**src/rtl/fv_bank_streamer_pkg.sv**
```systemverilog
// Shared types and default dimensions for the feature-value bank streamer.
package fv_bank_streamer_pkg;

  localparam int FV_SIZE     = 16;
  localparam int MAX_FV_NUM  = 16;
  localparam int MAX_NODE_ID = 256;
  localparam int NODE_W      = $clog2(MAX_NODE_ID);

  typedef enum logic [1:0] {
    S_IDLE,
    S_READ,
    S_DRAIN
  } state_t;

  typedef struct packed {
    logic                    sos;
    logic                    eos;
    logic [1:0][FV_SIZE-1:0] fv_data;
    logic [NODE_W-1:0]       node_id;
  } bank2rs_t;

endpackage

```
**src/rtl/fv_req_fifo.sv**
```systemverilog
// Small request FIFO with occupancy count; pushes when full are dropped.
module fv_req_fifo #(
  parameter int WIDTH = 8,
  parameter int DEPTH = 4
) (
  input  logic                       clk,
  input  logic                       reset_n,
  input  logic                       push,
  input  logic [WIDTH-1:0]           push_data,
  input  logic                       pop,
  output logic [WIDTH-1:0]           pop_data,
  output logic [$clog2(DEPTH+1)-1:0] count
);

  localparam int CNT_W = $clog2(DEPTH + 1);
  localparam int PTR_W = (DEPTH > 1) ? $clog2(DEPTH) : 1;

  logic [WIDTH-1:0] mem [DEPTH];
  logic [PTR_W-1:0] wr_ptr;
  logic [PTR_W-1:0] rd_ptr;
  logic             full;
  logic             empty;
  logic             do_push;
  logic             do_pop;

  assign full     = (count == CNT_W'(DEPTH));
  assign empty    = (count == '0);
  assign do_push  = push && !full;
  assign do_pop   = pop && !empty;
  assign pop_data = mem[rd_ptr];

  always_ff @(posedge clk) begin
    if (do_push) mem[wr_ptr] <= push_data;
  end

  always_ff @(posedge clk or negedge reset_n) begin
    if (!reset_n) begin
      wr_ptr <= '0;
      rd_ptr <= '0;
      count  <= '0;
    end else begin
      if (do_push) wr_ptr <= (wr_ptr == PTR_W'(DEPTH - 1)) ? '0 : wr_ptr + 1'b1;
      if (do_pop)  rd_ptr <= (rd_ptr == PTR_W'(DEPTH - 1)) ? '0 : rd_ptr + 1'b1;
      case ({do_push, do_pop})
        2'b10:   count <= count + 1'b1;
        2'b01:   count <= count - 1'b1;
        default: count <= count;
      endcase
    end
  end

endmodule

```
**src/rtl/fv_bank_streamer.sv**
```systemverilog
// Pops node requests, reads each node's FV words two per beat and streams them
// to the RS with sos/eos framing, two cycles behind the read strobe.
module fv_bank_streamer #(
  parameter int FV_SIZE     = fv_bank_streamer_pkg::FV_SIZE,
  parameter int MAX_FV_NUM  = fv_bank_streamer_pkg::MAX_FV_NUM,
  parameter int MAX_NODE_ID = fv_bank_streamer_pkg::MAX_NODE_ID,
  parameter int REQ_DEPTH   = 4
) (
  input  logic                                                   clk,
  input  logic                                                   reset_n,
  input  logic                                                   req_valid,
  input  logic [$clog2(MAX_NODE_ID)-1:0]                         req_node_id,
  output logic                                                   req_ready,
  input  logic [$clog2(MAX_FV_NUM):0]                            num_fv,
  input  logic                                                   RS_available,
  output logic                                                   mem_rd_en,
  output logic [$clog2(MAX_NODE_ID)+$clog2(MAX_FV_NUM/2)-1:0]    mem_rd_addr,
  input  logic [2*FV_SIZE-1:0]                                   mem_rd_data,
  output logic                                                   Bank2RS_sos,
  output logic                                                   Bank2RS_eos,
  output logic [FV_SIZE-1:0]                                     Bank2RS_FV_data_0,
  output logic [FV_SIZE-1:0]                                     Bank2RS_FV_data_1,
  output logic [$clog2(MAX_NODE_ID)-1:0]                         Bank2RS_Node_id,
  output logic                                                   busy
);

  import fv_bank_streamer_pkg::*;

  localparam int ID_W    = $clog2(MAX_NODE_ID);
  localparam int BEAT_W  = $clog2(MAX_FV_NUM / 2);
  localparam int NUMFV_W = $clog2(MAX_FV_NUM) + 1;
  localparam int CNT_W   = $clog2(REQ_DEPTH + 1);

  state_t             state_q, state_d;
  logic [BEAT_W-1:0]  beat_q, beat_d;
  logic [ID_W-1:0]    node_q, node_d;
  logic               fifo_pop;
  logic [ID_W-1:0]    fifo_head;
  logic [CNT_W-1:0]   fifo_count;
  logic               fifo_empty;
  logic [NUMFV_W-1:0] nf_clamped;
  logic [NUMFV_W-1:0] nbeats;
  logic [BEAT_W-1:0]  last_beat;
  logic [ID_W-1:0]    rd_node;
  logic [BEAT_W-1:0]  rd_beat;
  logic               rd_first;
  logic               rd_last;
  logic               s1_valid, s1_sos, s1_eos;
  bank2rs_t           out_q;

  fv_req_fifo #(
    .WIDTH (ID_W),
    .DEPTH (REQ_DEPTH)
  ) u_req_fifo (
    .clk       (clk),
    .reset_n   (reset_n),
    .push      (req_valid),
    .push_data (req_node_id),
    .pop       (fifo_pop),
    .pop_data  (fifo_head),
    .count     (fifo_count)
  );

  assign fifo_empty = (fifo_count == '0);
  assign req_ready  = (fifo_count < CNT_W'(REQ_DEPTH));
  assign busy       = (state_q != S_IDLE) || !fifo_empty;

  // Clamp to [4, MAX_FV_NUM], then round odd counts up to a whole beat.
  always_comb begin
    if (num_fv < NUMFV_W'(4))                nf_clamped = NUMFV_W'(4);
    else if (num_fv > NUMFV_W'(MAX_FV_NUM))  nf_clamped = NUMFV_W'(MAX_FV_NUM);
    else                                     nf_clamped = num_fv;
    nbeats    = (nf_clamped >> 1) + {{(NUMFV_W-1){1'b0}}, nf_clamped[0]};
    last_beat = BEAT_W'(nbeats - NUMFV_W'(1));
  end

  always_ff @(posedge clk or negedge reset_n) begin
    if (!reset_n) begin
      state_q <= S_IDLE;
      beat_q  <= '0;
      node_q  <= '0;
    end else begin
      state_q <= state_d;
      beat_q  <= beat_d;
      node_q  <= node_d;
    end
  end

  always_comb begin
    state_d   = state_q;
    beat_d    = beat_q;
    node_d    = node_q;
    fifo_pop  = 1'b0;
    mem_rd_en = 1'b0;
    rd_node   = node_q;
    rd_beat   = '0;
    rd_first  = 1'b0;
    rd_last   = 1'b0;
    case (state_q)
      S_IDLE: begin
        if (!fifo_empty && RS_available) begin
          fifo_pop  = 1'b1;
          node_d    = fifo_head;
          rd_node   = fifo_head;
          mem_rd_en = 1'b1;
          rd_first  = 1'b1;
          beat_d    = BEAT_W'(1);
          state_d   = S_READ;
        end
      end
      S_READ: begin
        mem_rd_en = 1'b1;
        rd_beat   = beat_q;
        rd_last   = (beat_q == last_beat);
        if (rd_last) begin
          beat_d  = '0;
          state_d = S_DRAIN;
        end else begin
          beat_d  = beat_q + 1'b1;
        end
      end
      S_DRAIN: begin
        if (out_q.eos) state_d = S_IDLE;
      end
      default: state_d = S_IDLE;
    endcase
  end

  assign mem_rd_addr = {rd_node, rd_beat};

  // Stage 1 tracks the word in flight from memory; stage 2 registers it out.
  always_ff @(posedge clk or negedge reset_n) begin
    if (!reset_n) begin
      s1_valid <= 1'b0;
      s1_sos   <= 1'b0;
      s1_eos   <= 1'b0;
      out_q    <= '0;
    end else begin
      s1_valid         <= mem_rd_en;
      s1_sos           <= rd_first;
      s1_eos           <= rd_last;
      out_q.sos        <= s1_valid && s1_sos;
      out_q.eos        <= s1_valid && s1_eos;
      out_q.fv_data[0] <= s1_valid ? mem_rd_data[FV_SIZE-1:0] : '0;
      out_q.fv_data[1] <= s1_valid ? mem_rd_data[2*FV_SIZE-1:FV_SIZE] : '0;
      out_q.node_id    <= s1_valid ? node_q : '0;
    end
  end

  assign Bank2RS_sos       = out_q.sos;
  assign Bank2RS_eos       = out_q.eos;
  assign Bank2RS_FV_data_0 = out_q.fv_data[0];
  assign Bank2RS_FV_data_1 = out_q.fv_data[1];
  assign Bank2RS_Node_id   = out_q.node_id;

endmodule
```
**config.mk**
```make
export PLATFORM = sky130hd
export DESIGN_NAME = fv_bank_streamer
export DESIGN_NICKNAME = d
export VERILOG_FILES = /design/src/rtl/fv_bank_streamer_pkg.sv /design/src/rtl/fv_req_fifo.sv /design/src/rtl/fv_bank_streamer.sv
export SDC_FILE = /design/constraint.sdc
export NUM_CORES = 1
export LEC_CHECK = 0
export CORE_MARGIN = 10
export CORE_UTILIZATION = 46
export DETAILED_ROUTE_END_ITERATION = 12
export GPL_TIMING_DRIVEN = 0
export HOLD_SLACK_MARGIN = 0.08
export PLACE_DENSITY = 0.78
export SYNTH_ARGS = -nofsm -noshare
export SYNTH_HDL_FRONTEND = slang
export SYNTH_SLANG_ARGS = --single-unit
```
**constraint.sdc**
```tcl
create_clock -name clk -period 3.9 [get_ports clk]
set_input_delay 0.39 -clock clk [delete_from_list [all_inputs] [get_ports clk]]
set_output_delay 0.39 -clock clk [all_outputs]
set_load 0.02 [all_outputs]
```
==> impl_metrics.ini <==
[global_routing]
track_usage_pct = 12.6
number_of_global_route_vias_before_repair = 2312
grt_start_max_net_pins = 66
initial_antenna_violation_count = 0
grt_pass1_wl_um = 11800
grt_overflow_total = 0

[yosys]
synth_top_area_share_pct = 44.1
yosysUniqueCellTypes = 31
main_combinational_cell_family_by_area_after_synthesis = simple AND/OR/NAND/NOR gates
synthAdderAreaFrac_pct = 3.60
yosys.area.top_type = dfrtp_1
synthSimpleGateAreaFrac_pct = 15.1
multiplexer_share_of_the_synthesized_area_pct = 5.16
synthesis.area_um2 = 3690
post_synth.cell_area_avg_um2 = 14.4
post_synth_xor_area_fraction_pct = 1.66
synth_top_cells_by_area = dfrtp_1 (44%), edfxtp_1 (26%), and2_1 (8.3%), mux4_2 (4.9%), nand2_1 (3.5%)
synth_compound_gate_area_share_pct = 2.07
sequential_area_share_after_synthesis_pct = 70.1
yosys_synthesis_warning_count = 0
synth-seq-cells = 97
synth_fp_nets = 316
synthCells = 257

[critical_path]
crit_path_end_kind = output port
timing.critical_path.fanout_max = 10
critical_path_class = in -> out
cp.required_ns = 3.51
worstPathArrival_ns = 2.42
reg2reg_slack_ns = 1.54
critical_path.startpoint_type = input pin

[place]
buffer_ports.inserted = 104
globalplace.congestion = 0.794
detailed_place.area_um2 = 4850
dp_hpwl_um = 5880

[timing]
setup_repair_after_global_routing_missed_its_margin = false
final-setup-viol-count = 0
final_max_slew_viol_count = 0
max_freq_mhz = 356
finalWorstPathRequiredPeriod_ns = 2.81
slew_headroom_pct = 48.2
fin_tns_setup_ns = 0
worst-slew-pin-transition_ns = 0.777
fin_skew_ns = 0.0122
fin_crit_sh_pct = 72.0
timing.final.hold_violations = 0

[clocking]
tritoncts.num_buffers = 9
cts.sinks = 97
clock_edge_transition_at_the_registers_on_the_reported_setup_and_hold_paths_ns = 0.09
number_of_gates_resized_after_cts = 0
h_tree_levels = 3
number_of_buffers_on_the_longest_clock_path = 2
clock-root-buffer = clkbuf_8
postCtsSetupBuffers = 0
cts_hold_repair.buffers = 0
clock_insertion_delay_worst_skew_ns = 0.35
tritoncts = built

[floorplanning]
number_of_placement_rows = 32
die_ar_um2 = 12000
die_w_um = 110
coreArea_um2 = 7770
die_height_um = 110
initial_core_util_pct = 47.5
ioPinCount = 105

[routing]
drt_iter0_drc = 104
final_antenna_net_count = 0
drt-wirelength-per-cell_um = 15.9
drc = 0
vias_per_cell = 4.78
finalWirelength_um = 7620
via_count = 2290
first_pass_iters = 4

[outcome]
outcome = finished, final reports clean

[pwr]
worst_supply_voltage_drop_on_vdd_v = 0.000310
power_uw = 3630
p_leak_uw = 0.00211
power.density_nw_per_um2 = 721

[finish]
mostFrequentLayoutCells = clkdlybuf4s50_1 (103), dfrtp_1 (65), and2_1 (49)
final_net_count = 431
post_layout_util_pct = 64.8
finalInstanceArea_um2 = 5030
area_growth_from_synthesis_to_layout_pct = 36.4
num_antenna_cells = 0
drive_above_1_share_pct = 8.22
mostFrequentLayoutCell = clkdlybuf4s50_1

[flow_run]
maxCapViolations = 0

[worst_hold_path]
holdCritPathClass = in -> async
[layer usage]
metal | global-route usage [%] | vias to the layer above | share of wire [%]
met5 | 0 | - | 0
met4 | 4.83 | 0 | 1.3
met3 | 3.57 | 10 | 8.9
met2 | 21.1 | 81 | 47
met1 | 15.2 | 1118 | 43
li1 | - | 1081 | -
[where the power goes]
part / internal, uW / switching, uW / leakage (uW) / total (uW)
sequential: 1370 / 135 / 0.00112 / 1500
clock: 241 / 350 / 0.0000853 / 590
combinational: 730 / 806 / 0.000908 / 1540
total: 2340 / 1290 / 0.00211 / 3630
[sequential cells by signal (all words and copies together) (netlist names), 2 cells and up]
register           cells
u_req_fifo.mem        32
beat_q                 3
Bank2RS_Node_id        8
u_req_fifo.wr_ptr      2
state_q                2
Bank2RS_FV_data_1     16
u_req_fifo.rd_ptr      2
u_req_fifo.count       3
Bank2RS_FV_data_0     16
node_q                 8
[critical path: stages]
cell and delay, ns:
clkdlybuf4s50_1 0.48, o31ai_2 0.08, or3_1 0.30, buf_2 0.16
inv_2 0.07, buf_6 0.14, nand2_1 0.08, nand2_1 0.10
clkdlybuf4s50_1 0.62
[through the flow]
stage                     hold WS, ns  instances  setup WS [ns]
final                           0.113        479           1.09
after global routing            0.183        479          0.925
after CTS                       0.135        479           1.06
after detailed placement        0.442        463           1.07
after global placement          0.437        463          0.388
after floorplan                0.0944        257           1.75
[cell families after synthesis]
family,Yosys count
AND/OR/NAND/NOR,104
flip-flops,97
buffers and inverters,19
AO/OA/AOI/OAI,11
adder cells (fa/ha/maj),10
multiplexers,9
XOR/XNOR,7
[Yosys cell counts]
cell type  number
nor2b_1         3
a221oi_1        1
xor2_1          1
mux2i_1         1
buf_1           1
a21boi_1        1
o22ai_1         2
dfrtp_1        65
nor4_4          1
o21ai_0         4
nand2_1        34
and2_1         49
clkbuf_1        4
nand3_1         1
nor2_1          7
nand2b_1        2
ha_1            9
inv_1           9
mux4_2          8
xnor2_1         6
nor3b_1         1
buf_6           1
inv_2           1
edfxtp_1       32
a21o_1          2
fa_1            1
o31ai_2         1
buf_2           3
nor3_1          4
or3_1           1
or2_1           1
[final timing paths]
check                                    start                    to  cells past startpoint
max                               RS_available        mem_rd_addr[3]                      9
min                                    reset_n  Bank2RS_FV_data_0[6]                      1
max reg2reg                u_req_fifo.count[0]   u_req_fifo.count[2]                     11
min reg2reg                             s1_sos           Bank2RS_sos                      1
max in group asynchronous              reset_n             node_q[0]                      1
min in group clk                        s1_sos           Bank2RS_sos                      1
[layout make-up]
type                    count  area, um^2
plain buffers               9        45.0
clock buffers              10         128
clock inverters             6        50.0
fillers                   607        2740
inverters                  10        37.5
multi-input cells         141        1020
flip-flops and latches     97        2590
well taps                 102         128
repair buffers            104        1040
(Power assumes the default switching activity.)
